==> config.mk <==
export PLATFORM = sky130hd
export DESIGN_NAME = ula_seq_ctrl
export DESIGN_NICKNAME = d
export VERILOG_FILES = /design/src/rtl/ula_seq_ctrl_pkg.sv /design/src/rtl/ula_step_decode.sv /design/src/rtl/ula_seq_ctrl.sv
export SDC_FILE = /design/constraint.sdc
export NUM_CORES = 1
export LEC_CHECK = 0
export BUFFER_PORTS_ARGS = -buffer_cell sky130_fd_sc_hd__buf_2
export CAP_MARGIN = 20
export CORE_MARGIN = 5
export CORE_UTILIZATION = 46
export CTS_CLUSTER_DIAMETER = 100
export DETAILED_ROUTE_END_ITERATION = 10
export GPL_TIMING_DRIVEN = 0
export PLACE_DENSITY = 0.77
export SLEW_MARGIN = 20
export SYNTH_ARGS = -nofsm -noshare
export SYNTH_HDL_FRONTEND = slang
export SYNTH_SLANG_ARGS = --single-unit
==> constraint.sdc <==
create_clock -name clk -period 1.6 [get_ports clk]
set_input_delay 0.32 -clock clk [delete_from_list [all_inputs] [get_ports clk]]
set_output_delay 0.32 -clock clk [all_outputs]
set_load 0.01 [all_outputs]
==> src/rtl/ula_seq_ctrl_pkg.sv <==
// Shared constants and types for the ALU operand-path micro-op sequencer.
package ula_seq_ctrl_pkg;

  localparam logic [3:0] OP_ADD   = 4'd0;
  localparam logic [3:0] OP_SUB   = 4'd1;
  localparam logic [3:0] OP_AND   = 4'd2;
  localparam logic [3:0] OP_OR    = 4'd3;
  localparam logic [3:0] OP_XOR   = 4'd4;
  localparam logic [3:0] OP_NOT   = 4'd5;
  localparam logic [3:0] OP_INC   = 4'd6;
  localparam logic [3:0] OP_DEC   = 4'd7;
  localparam logic [3:0] OP_NEG   = 4'd8;
  localparam logic [3:0] OP_ABS   = 4'd9;
  localparam logic [3:0] OP_SETM1 = 4'd10;

  localparam logic [2:0] ULA_ADD   = 3'd0;
  localparam logic [2:0] ULA_SUB   = 3'd1;
  localparam logic [2:0] ULA_AND   = 3'd2;
  localparam logic [2:0] ULA_OR    = 3'd3;
  localparam logic [2:0] ULA_XOR   = 3'd4;
  localparam logic [2:0] ULA_NOT   = 3'd5;
  localparam logic [2:0] ULA_PASSA = 3'd6;

  localparam logic [1:0] SEL_REG = 2'd0;
  localparam logic [1:0] SEL_TMP = 2'd1;
  localparam logic [1:0] SEL_IMM = 2'd1;

  typedef enum logic [2:0] {
    ST_IDLE = 3'd0,
    ST_S1   = 3'd1,
    ST_S2   = 3'd2,
    ST_S3   = 3'd3,
    ST_ERR  = 3'd4
  } state_t;

  // One step's worth of datapath controls; done also marks the final step.
  typedef struct packed {
    logic       ready;
    logic [1:0] sel_a;
    logic [1:0] sel_b;
    logic       cmp2;
    logic       incdec;
    logic [2:0] ula_op;
    logic       tmp_we;
    logic       reg_we;
    logic       done;
    logic       err;
  } ctrl_t;

  function automatic logic is_legal(input logic [3:0] op);
    return op <= OP_SETM1;
  endfunction

endpackage

==> src/rtl/ula_step_decode.sv <==
// Combinational map from (opcode, step, sign flag, immediate select) to the control word.
module ula_step_decode
  import ula_seq_ctrl_pkg::*;
(
  input  logic [3:0] opcode,
  input  state_t     state,
  input  logic       flag,
  input  logic       use_imm,
  output ctrl_t      ctrl
);

  always_comb begin
    // NOTE: every field gets a default first so no path through the case leaves a latch.
    ctrl = '0;
    unique case (state)
      ST_IDLE: ctrl.ready = 1'b1;
      ST_ERR:  ctrl.err   = 1'b1;
      ST_S1: begin
        unique case (opcode)
          OP_NEG: begin
            ctrl.ula_op = ULA_NOT;
            ctrl.tmp_we = 1'b1;
          end
          OP_ABS: begin
            ctrl.ula_op = ULA_PASSA;
            ctrl.tmp_we = 1'b1;
          end
          default: begin
            ctrl.sel_b  = use_imm ? SEL_IMM : SEL_REG;
            ctrl.reg_we = 1'b1;
            ctrl.done   = 1'b1;
            case (opcode)
              OP_SUB:   ctrl.ula_op = ULA_SUB;
              OP_AND:   ctrl.ula_op = ULA_AND;
              OP_OR:    ctrl.ula_op = ULA_OR;
              OP_XOR:   ctrl.ula_op = ULA_XOR;
              OP_NOT:   ctrl.ula_op = ULA_NOT;
              OP_INC:   ctrl.incdec = 1'b1;
              OP_DEC: begin
                ctrl.incdec = 1'b1;
                ctrl.ula_op = ULA_SUB;
              end
              OP_SETM1: begin
                ctrl.cmp2   = 1'b1;
                ctrl.ula_op = ULA_PASSA;
              end
              default:  ctrl.ula_op = ULA_ADD;
            endcase
          end
        endcase
      end
      ST_S2: begin
        ctrl.sel_a = SEL_TMP;
        if (opcode == OP_NEG) begin
          ctrl.incdec = 1'b1;
          ctrl.ula_op = ULA_ADD;
          ctrl.reg_we = 1'b1;
          ctrl.done   = 1'b1;
        end else if (flag) begin
          // Negative ABS operand: invert into TMP now, add one next step.
          ctrl.ula_op = ULA_NOT;
          ctrl.tmp_we = 1'b1;
        end else begin
          ctrl.ula_op = ULA_PASSA;
          ctrl.reg_we = 1'b1;
          ctrl.done   = 1'b1;
        end
      end
      ST_S3: begin
        ctrl.sel_a  = SEL_TMP;
        ctrl.incdec = 1'b1;
        ctrl.ula_op = ULA_ADD;
        ctrl.reg_we = 1'b1;
        ctrl.done   = 1'b1;
      end
      default: ctrl = '0;
    endcase
  end

endmodule

==> src/rtl/ula_seq_ctrl.sv <==
// Micro-op sequencer for the ALU operand path: accepts one instruction and steps it for 1-3 cycles.
module ula_seq_ctrl
  import ula_seq_ctrl_pkg::*;
#(
  parameter int RADDR_W = 3,
  parameter int SEL_W   = 4
) (
  input  logic               clk,
  input  logic               rst,
  input  logic               START,
  input  logic [3:0]         OPCODE,
  input  logic [RADDR_W-1:0] RD,
  input  logic               USE_IMM,
  input  logic               ULA_NEG,
  output logic               READY,
  output logic [SEL_W-1:0]   SEL_A,
  output logic [SEL_W-1:0]   SEL_B,
  output logic               CMP2,
  output logic               INCDEC,
  output logic [2:0]         ULA_OP,
  output logic               TMP_WE,
  output logic               REG_WE,
  output logic [RADDR_W-1:0] REG_WADDR,
  output logic               DONE,
  output logic               ERR
);

  state_t             state_q, state_d;
  logic [3:0]         op_q;
  logic [RADDR_W-1:0] rd_q;
  logic               imm_q;
  logic               flag_q;
  ctrl_t              ctrl;

  always_ff @(posedge clk) begin
    // NOTE: sequential state uses non-blocking assignments so every register samples pre-edge values.
    if (!rst) begin
      state_q <= ST_IDLE;
      op_q    <= '0;
      rd_q    <= '0;
      imm_q   <= 1'b0;
      flag_q  <= 1'b0;
    end else begin
      state_q <= state_d;
      if (state_q == ST_IDLE && START) begin
        op_q  <= OPCODE;
        rd_q  <= RD;
        imm_q <= USE_IMM;
      end
      if (state_q == ST_S1 && op_q == OP_ABS)
        flag_q <= ULA_NEG;
    end
  end

  always_comb begin
    state_d = state_q;
    unique case (state_q)
      ST_IDLE: if (START) state_d = is_legal(OPCODE) ? ST_S1 : ST_ERR;
      ST_S1:   state_d = ctrl.done ? ST_IDLE : ST_S2;
      ST_S2:   state_d = ctrl.done ? ST_IDLE : ST_S3;
      default: state_d = ST_IDLE;
    endcase
  end

  ula_step_decode u_decode (
    .opcode  (op_q),
    .state   (state_q),
    .flag    (flag_q),
    .use_imm (imm_q),
    .ctrl    (ctrl)
  );

  assign READY     = ctrl.ready;
  assign SEL_A     = SEL_W'(ctrl.sel_a);
  assign SEL_B     = SEL_W'(ctrl.sel_b);
  assign CMP2      = ctrl.cmp2;
  assign INCDEC    = ctrl.incdec;
  assign ULA_OP    = ctrl.ula_op;
  assign TMP_WE    = ctrl.tmp_we;
  assign REG_WE    = ctrl.reg_we;
  assign REG_WADDR = rd_q;
  assign DONE      = ctrl.done;
  assign ERR       = ctrl.err;

endmodule

* Word level (Yosys, flattened, before mapping) *
Cells that the tools add are included.

cells by class
  equality and inequality tests = 15
  multiplexer cells = 27
  reductions and logical operators = 7
  $lt $le $gt $ge = 1

operator list
  operator              number
  $pmux W3 S6           1
  $eq A4 B3 Y1 const B  4
  $eq A4 B4 Y1 const B  3
  $mux W2               6
  $mux W3               4
  $pmux W4 S3           1
  $mux W1               10
  $pmux W3 S3           1
  $eq A4 B2 Y1 const B  2
  $reduce_or A2 Y1      4
  $eq A3 B2 Y1 const B  2
  $pmux W2 S3           1
  $pmux W3 S2           1
  $eq A4 B1 Y1 const B  1
  $le A4 B4 Y1 const B  1
  $mux W4               1
  $eq A3 B1 Y1 const B  1
  $eq A3 B3 Y1 const B  1
  $logic_not A3 Y1      1
  $logic_and A1 B1 Y1   2
  $ne A2 B2 Y1 const B  1
  $pmux W1 S2           1

word-level totals
  output and inout port bits = 21
  register bits after elaboration = 12
  logic and storage cells = 55
  bits of input ports = 12

* Longest topological paths before layout *
  depth in word-level cells = 6
  mapped depth = 5
  mapped depth without buffers = 4

* Modules after synthesis *
Synthesis repeated with hierarchy kept, for this count alone.

unflattened totals
  cells, all modules = 96
  area, all modules = 755.7 µm²

by module, submodules not included
  module           cells an instance  area an instance (µm²)  times used  sequential area each (µm²)
  ula_seq_ctrl     59                 530.5                   1           240.2
  ula_step_decode  37                 225.2                   1           0.0

* Worst setup path after synthesis *
No wires, ideal clock.

  path kind = register to output
  from = reg op_q[1]
  to = out REG_WE
  path buffers = 2
  slack = -0.088 ns
  cell stages (with the launch flop) = 6
  data required time = 1.280 ns
  arrival time = 1.368 ns
  cell sequence = dfxtp_1 > buf_4 > nor4b_2 > nor3b_1 > o22ai_1 > buf_4

between the ends
  longest elaborated chain between the ends = 4
  elaborated cells between the ends (all ways) = 6
  classes of those cells = 2 x eq/ne; 3 x mux; 1 x reduce/logical

ends and longest elaborated chain
  item                                    RTL line                                      RTL
  start: declaration                      ula_seq_ctrl.sv:29                            logic [3:0] op_q;
  start signal: assignment                ula_seq_ctrl.sv:39                            op_q <= '0;
  start signal: assignment                ula_seq_ctrl.sv:46                            op_q <= OPCODE;
  $eq A4 B4 Y1, on equally long branches  ula_step_decode.sv:19, ula_step_decode.sv:54
  $reduce_or A2 Y1 (no line)              n/a
  $mux W2                                 ula_step_decode.sv:19                         unique case (opcode)
  $pmux W2 S3 *                           ula_step_decode.sv:15                         unique case (state)
  end: declaration                        ula_seq_ctrl.sv:22                            output logic REG_WE,

Every way passes the cells marked *; elsewhere a longest branch is shown, timed or not.

* Final worst setup path *
  from = reg state_q[2]
  to = out ULA_OP[0]

between the ends
  longest elaborated chain between the ends = 2
  elaborated cells between the ends (all ways) = 4
  classes of those cells = 3 x eq/ne; 1 x mux

ends and longest elaborated chain
  item                                          RTL line               RTL
  start: declaration                            ula_seq_ctrl.sv:28     state_t state_q, state_d;
  start signal: assignment                      ula_seq_ctrl.sv:44     state_q <= state_d;
  $eq A3 B2 Y1 or $eq A3 B1 Y1 (tied branches)  ula_step_decode.sv:15
  $pmux W4 S3 *                                 ula_step_decode.sv:15
  end: declaration                              ula_seq_ctrl.sv:20     output logic [2:0] ULA_OP,

Marks and branches as above.

==> impl_metrics.xml <==
<?xml version="1.0" encoding="UTF-8"?>
<metrics>
  <group name="routing">
    <metric name="met1Wirelength" unit="µm">981</metric>
    <metric name="antenna_viol_nets_final" unit="">0</metric>
    <metric name="maxUsedRoutingLayer" unit="">met4</metric>
    <metric name="dr.first_iter.drc_count" unit="">6</metric>
    <metric name="per_cell_routed_wire_length" unit="µm">13.9</metric>
    <metric name="drcViolationCount" unit="">0</metric>
    <metric name="dr_wl_met2" unit="mm">1.14</metric>
    <metric name="via_count" unit="">856</metric>
    <metric name="routed_length_on_met3" unit="µm">108</metric>
    <metric name="routed_wirelength" unit="mm">2.26</metric>
    <metric name="vias_per_cell" unit="">5.28</metric>
    <metric name="drt_pass1_iterations" unit="">4</metric>
  </group>
  <group name="setup_path">
    <metric name="timing.critical_path.required" unit="ps">1280</metric>
    <metric name="cp_data_arrival_time" unit="ps">1570</metric>
    <metric name="cp-end-kind" unit="">output pin</metric>
    <metric name="slowest_stage" unit="">sky130_fd_sc_hd__or4b_4</metric>
    <metric name="critPathMaxFanout" unit="">4</metric>
    <metric name="cp_cell_sequence" unit="">nand2b_4, or4b_4, o21ai_1, buf_2</metric>
    <metric name="timing_worst_setup_path_type" unit="">reg -&gt; out</metric>
    <metric name="cp-start-kind" unit="">flop</metric>
    <metric name="reg2reg_depth" unit="">5</metric>
    <metric name="critical_path.max_stage_delay" unit="ps">540</metric>
  </group>
  <group name="final_layout">
    <metric name="layout.cells.non_filler" unit="">162</metric>
    <metric name="post_route_cells_drive_above_1_share" unit="">0.531</metric>
    <metric name="areaGrowthSynthToFinish" unit="%">52.1</metric>
    <metric name="nets" unit="">158</metric>
    <metric name="multi_input_comb_area" unit="µm²">544</metric>
    <metric name="final_core_utilization" unit="">0.719</metric>
    <metric name="n_antenna_cell" unit="">0</metric>
    <metric name="postLayoutCellArea" unit="mm²">0.00120</metric>
    <metric name="n_fill_cell" unit="">129</metric>
    <metric name="area.sequential" unit="µm²">262</metric>
  </group>
  <group name="place">
    <metric name="placement.setup.worst_slack" unit="ps">-128</metric>
    <metric name="placed_cell_count" unit="">149</metric>
    <metric name="place.gp.congestion" unit="">0.759</metric>
    <metric name="place_area" unit="µm²">975</metric>
    <metric name="detailedPlacementHpwl" unit="mm">1.50</metric>
    <metric name="port_buffers" unit="">26</metric>
  </group>
  <group name="sta">
    <metric name="max_slew.worst_pin.slew" unit="ps">510</metric>
    <metric name="final_hold_viol_count" unit="">0</metric>
    <metric name="min_period_over_period" unit="">1.18</metric>
    <metric name="clock_skew" unit="ps">2.06</metric>
    <metric name="final-max-slew-violation-count" unit="">0</metric>
    <metric name="setup_ws" unit="ps">-292</metric>
    <metric name="relSlewSlack" unit="">0.658</metric>
    <metric name="period_minus_slack" unit="ps">1890</metric>
    <metric name="achievable-frequency" unit="GHz">0.529</metric>
    <metric name="finalHoldWorstSlack" unit="ps">280</metric>
    <metric name="grt_setup_unrepaired" unit="">true</metric>
    <metric name="totalNegativeSetupSlack" unit="ps">-1810</metric>
    <metric name="setup_viol" unit="">9</metric>
  </group>
  <group name="synth">
    <metric name="syn-mean-instance-area" unit="µm²">7.82</metric>
    <metric name="post_synthesis_cell_count" unit="">101</metric>
    <metric name="asyncSetResetFlopFracSynth" unit="">0</metric>
    <metric name="top_cells_by_area_in_the_synthesized_netlist" unit="">sky130_fd_sc_hd__dfxtp_1, sky130_fd_sc_hd__nand2_1, sky130_fd_sc_hd__a21boi_1, sky130_fd_sc_hd__buf_4, sky130_fd_sc_hd__nor3b_1</metric>
    <metric name="synth.yosys.warnings" unit="">0</metric>
    <metric name="yosys.area.top_type" unit="">sky130_fd_sc_hd__dfxtp_1</metric>
    <metric name="seq_area_frac_synth" unit="">0.304</metric>
    <metric name="synth_cell_type_count" unit="">35</metric>
    <metric name="synthFlopType" unit="">sky130_fd_sc_hd__dfxtp_1</metric>
    <metric name="post_synth_instance_area" unit="µm²">790</metric>
    <metric name="yosysTopAreaCellShare" unit="">0.304</metric>
    <metric name="synth_enable_flop_cells" unit="">0</metric>
    <metric name="ys_seq_elements" unit="">12</metric>
  </group>
  <group name="die">
    <metric name="number_of_placement_rows" unit="">15</metric>
    <metric name="die_w" unit="µm">51.4</metric>
    <metric name="start_util" unit="">0.473</metric>
    <metric name="chipHeight" unit="µm">51.4</metric>
    <metric name="die_area" unit="mm²">0.00265</metric>
    <metric name="top_level_ports" unit="">33</metric>
    <metric name="placeableCoreArea" unit="mm²">0.00167</metric>
  </group>
  <group name="power_and_ir_drop">
    <metric name="power.static_leakage" unit="nW">0.574</metric>
    <metric name="power_per_standard_cell_area" unit="mW/mm²">653</metric>
    <metric name="max_ir_drop_vdd" unit="mV">0.443</metric>
    <metric name="total_power" unit="mW">0.784</metric>
  </group>
  <group name="run">
    <metric name="maxCapViolations" unit="">0</metric>
  </group>
  <group name="min_path">
    <metric name="hold_depth" unit="">3</metric>
    <metric name="hp-class" unit="">in -&gt; reg</metric>
  </group>
  <group name="clock_network">
    <metric name="largest_buffer_count_on_any_clock_path" unit="">2</metric>
    <metric name="clock-root-buffer" unit="">sky130_fd_sc_hd__clkbuf_4</metric>
    <metric name="cts-htree-levels" unit="">1</metric>
    <metric name="cts-buffers-inserted" unit="">3</metric>
    <metric name="worst_skew_pair.late_latency" unit="ps">270</metric>
    <metric name="hold_buffers" unit="">0</metric>
    <metric name="clock_sink_count" unit="">12</metric>
    <metric name="cts_tree" unit="">built</metric>
    <metric name="worst_setup_hold_path_clk_slew" unit="ps">80</metric>
  </group>
  <group name="global_route">
    <metric name="initial_antenna_violation_count" unit="">0</metric>
    <metric name="grt_util_all_layers" unit="">0.184</metric>
    <metric name="globalRouteOverflowTotal" unit="">0</metric>
    <metric name="grt_first_pass_wirelength" unit="mm">3.71</metric>
    <metric name="grt_pass1_vias" unit="">859</metric>
    <metric name="pin_count_of_the_biggest_net_entering_global_routing" unit="">11</metric>
  </group>
  <group name="run_status">
    <metric name="violations" unit="">setup timing</metric>
    <metric name="outcome" unit="">finished, violations left</metric>
  </group>
</metrics>
-- state kept, by name (all words and copies together) (netlist names) --
name       count
flag_q         1
REG_WADDR      3
state_q        3
op_q           4
imm_q          1
-- final cells by class --
type                    count  share of cell area
multi-input cells          77               0.453
flip-flops and latches     12               0.218
repair buffers             39               0.209
plain buffers              10              0.0625
clock buffers               4              0.0302
well taps                  17              0.0177
inverters                   3             0.00938
-- cells in the final DEF, fill, tap and decap left out, types with 2 or more instances in the layout --
master	synthesis	routed
sky130_fd_sc_hd__buf_2	4	25
sky130_fd_sc_hd__nand2_1	24	23
sky130_fd_sc_hd__buf_4	8	17
sky130_fd_sc_hd__a21boi_1	8	8
sky130_fd_sc_hd__conb_1	1	6
sky130_fd_sc_hd__dfxtp_1	12	5
sky130_fd_sc_hd__dfxtp_4	0	5
sky130_fd_sc_hd__buf_6	0	5
sky130_fd_sc_hd__inv_1	3	3
sky130_fd_sc_hd__a21oi_1	3	3
sky130_fd_sc_hd__o21ai_1	2	3
sky130_fd_sc_hd__clkbuf_4	0	3
sky130_fd_sc_hd__nor3b_2	0	2
sky130_fd_sc_hd__clkbuf_8	0	2
sky130_fd_sc_hd__nor4b_4	1	2
sky130_fd_sc_hd__nor3b_1	5	2
sky130_fd_sc_hd__nand3_1	2	2
sky130_fd_sc_hd__dfxtp_2	0	2
-- path summary, 6_finish.rpt --
check                                   from  slack, ps      endpoint
worst max register to register    state_q[2]        150  REG_WADDR[1]
worst min register to register  REG_WADDR[0]        460  REG_WADDR[0]
worst min-delay path                   RD[0]        280  REG_WADDR[0]
worst max-delay path              state_q[2]       -290     ULA_OP[0]
-- kinds of logic (layout without fill, tap and decap cells) --
kind of cell	after synthesis	after routing	synth area share
multiplexers	1	1	0.0127
other	1	6	0.00475
buffers and inverters	17	56	0.125
flip-flops	12	12	0.304
AO/OA/AOI/OAI	21	21	0.176
XOR/XNOR	1	1	0.0111
AND/OR/NAND/NOR	48	48	0.366
-- synth_stat cells (2+ instances only) --
cell type	count
sky130_fd_sc_hd__clkbuf_1	2
sky130_fd_sc_hd__nand2_1	24
sky130_fd_sc_hd__nand3_1	2
sky130_fd_sc_hd__nor3_1	2
sky130_fd_sc_hd__o21ai_1	2
sky130_fd_sc_hd__inv_1	3
sky130_fd_sc_hd__nor2_1	2
sky130_fd_sc_hd__o21ai_0	3
sky130_fd_sc_hd__a21oi_1	3
sky130_fd_sc_hd__nor3b_1	5
sky130_fd_sc_hd__buf_4	8
sky130_fd_sc_hd__a21boi_1	8
sky130_fd_sc_hd__dfxtp_1	12
sky130_fd_sc_hd__buf_2	4
-- layer usage --
layer	vias up	track usage
li1	423	-
met1	406	0.219
met2	23	0.318
met3	4	0.0321
met4	0	0.0786
met5	-	0
-- report_power, final --
part	internal (mW)	switching, mW	total, mW
Clock	0.138	0.103	0.241
Combinational	0.106	0.107	0.213
Sequential	0.312	0.0172	0.330
-- worst max-delay path, delay by kind of cell, from the launching register on --
kind	cells	cell delay [ps]
buf+inv	1	140
flops	1	370
compound gates	1	100
simple gates	2	690
-- timing repair --
item,CTS,global route
pin swaps,6,9
endpoints found under the setup margin,11,12
buffers inserted,12,3
gates resized for setup,30,11
Power figures use the tool's default switching activity.
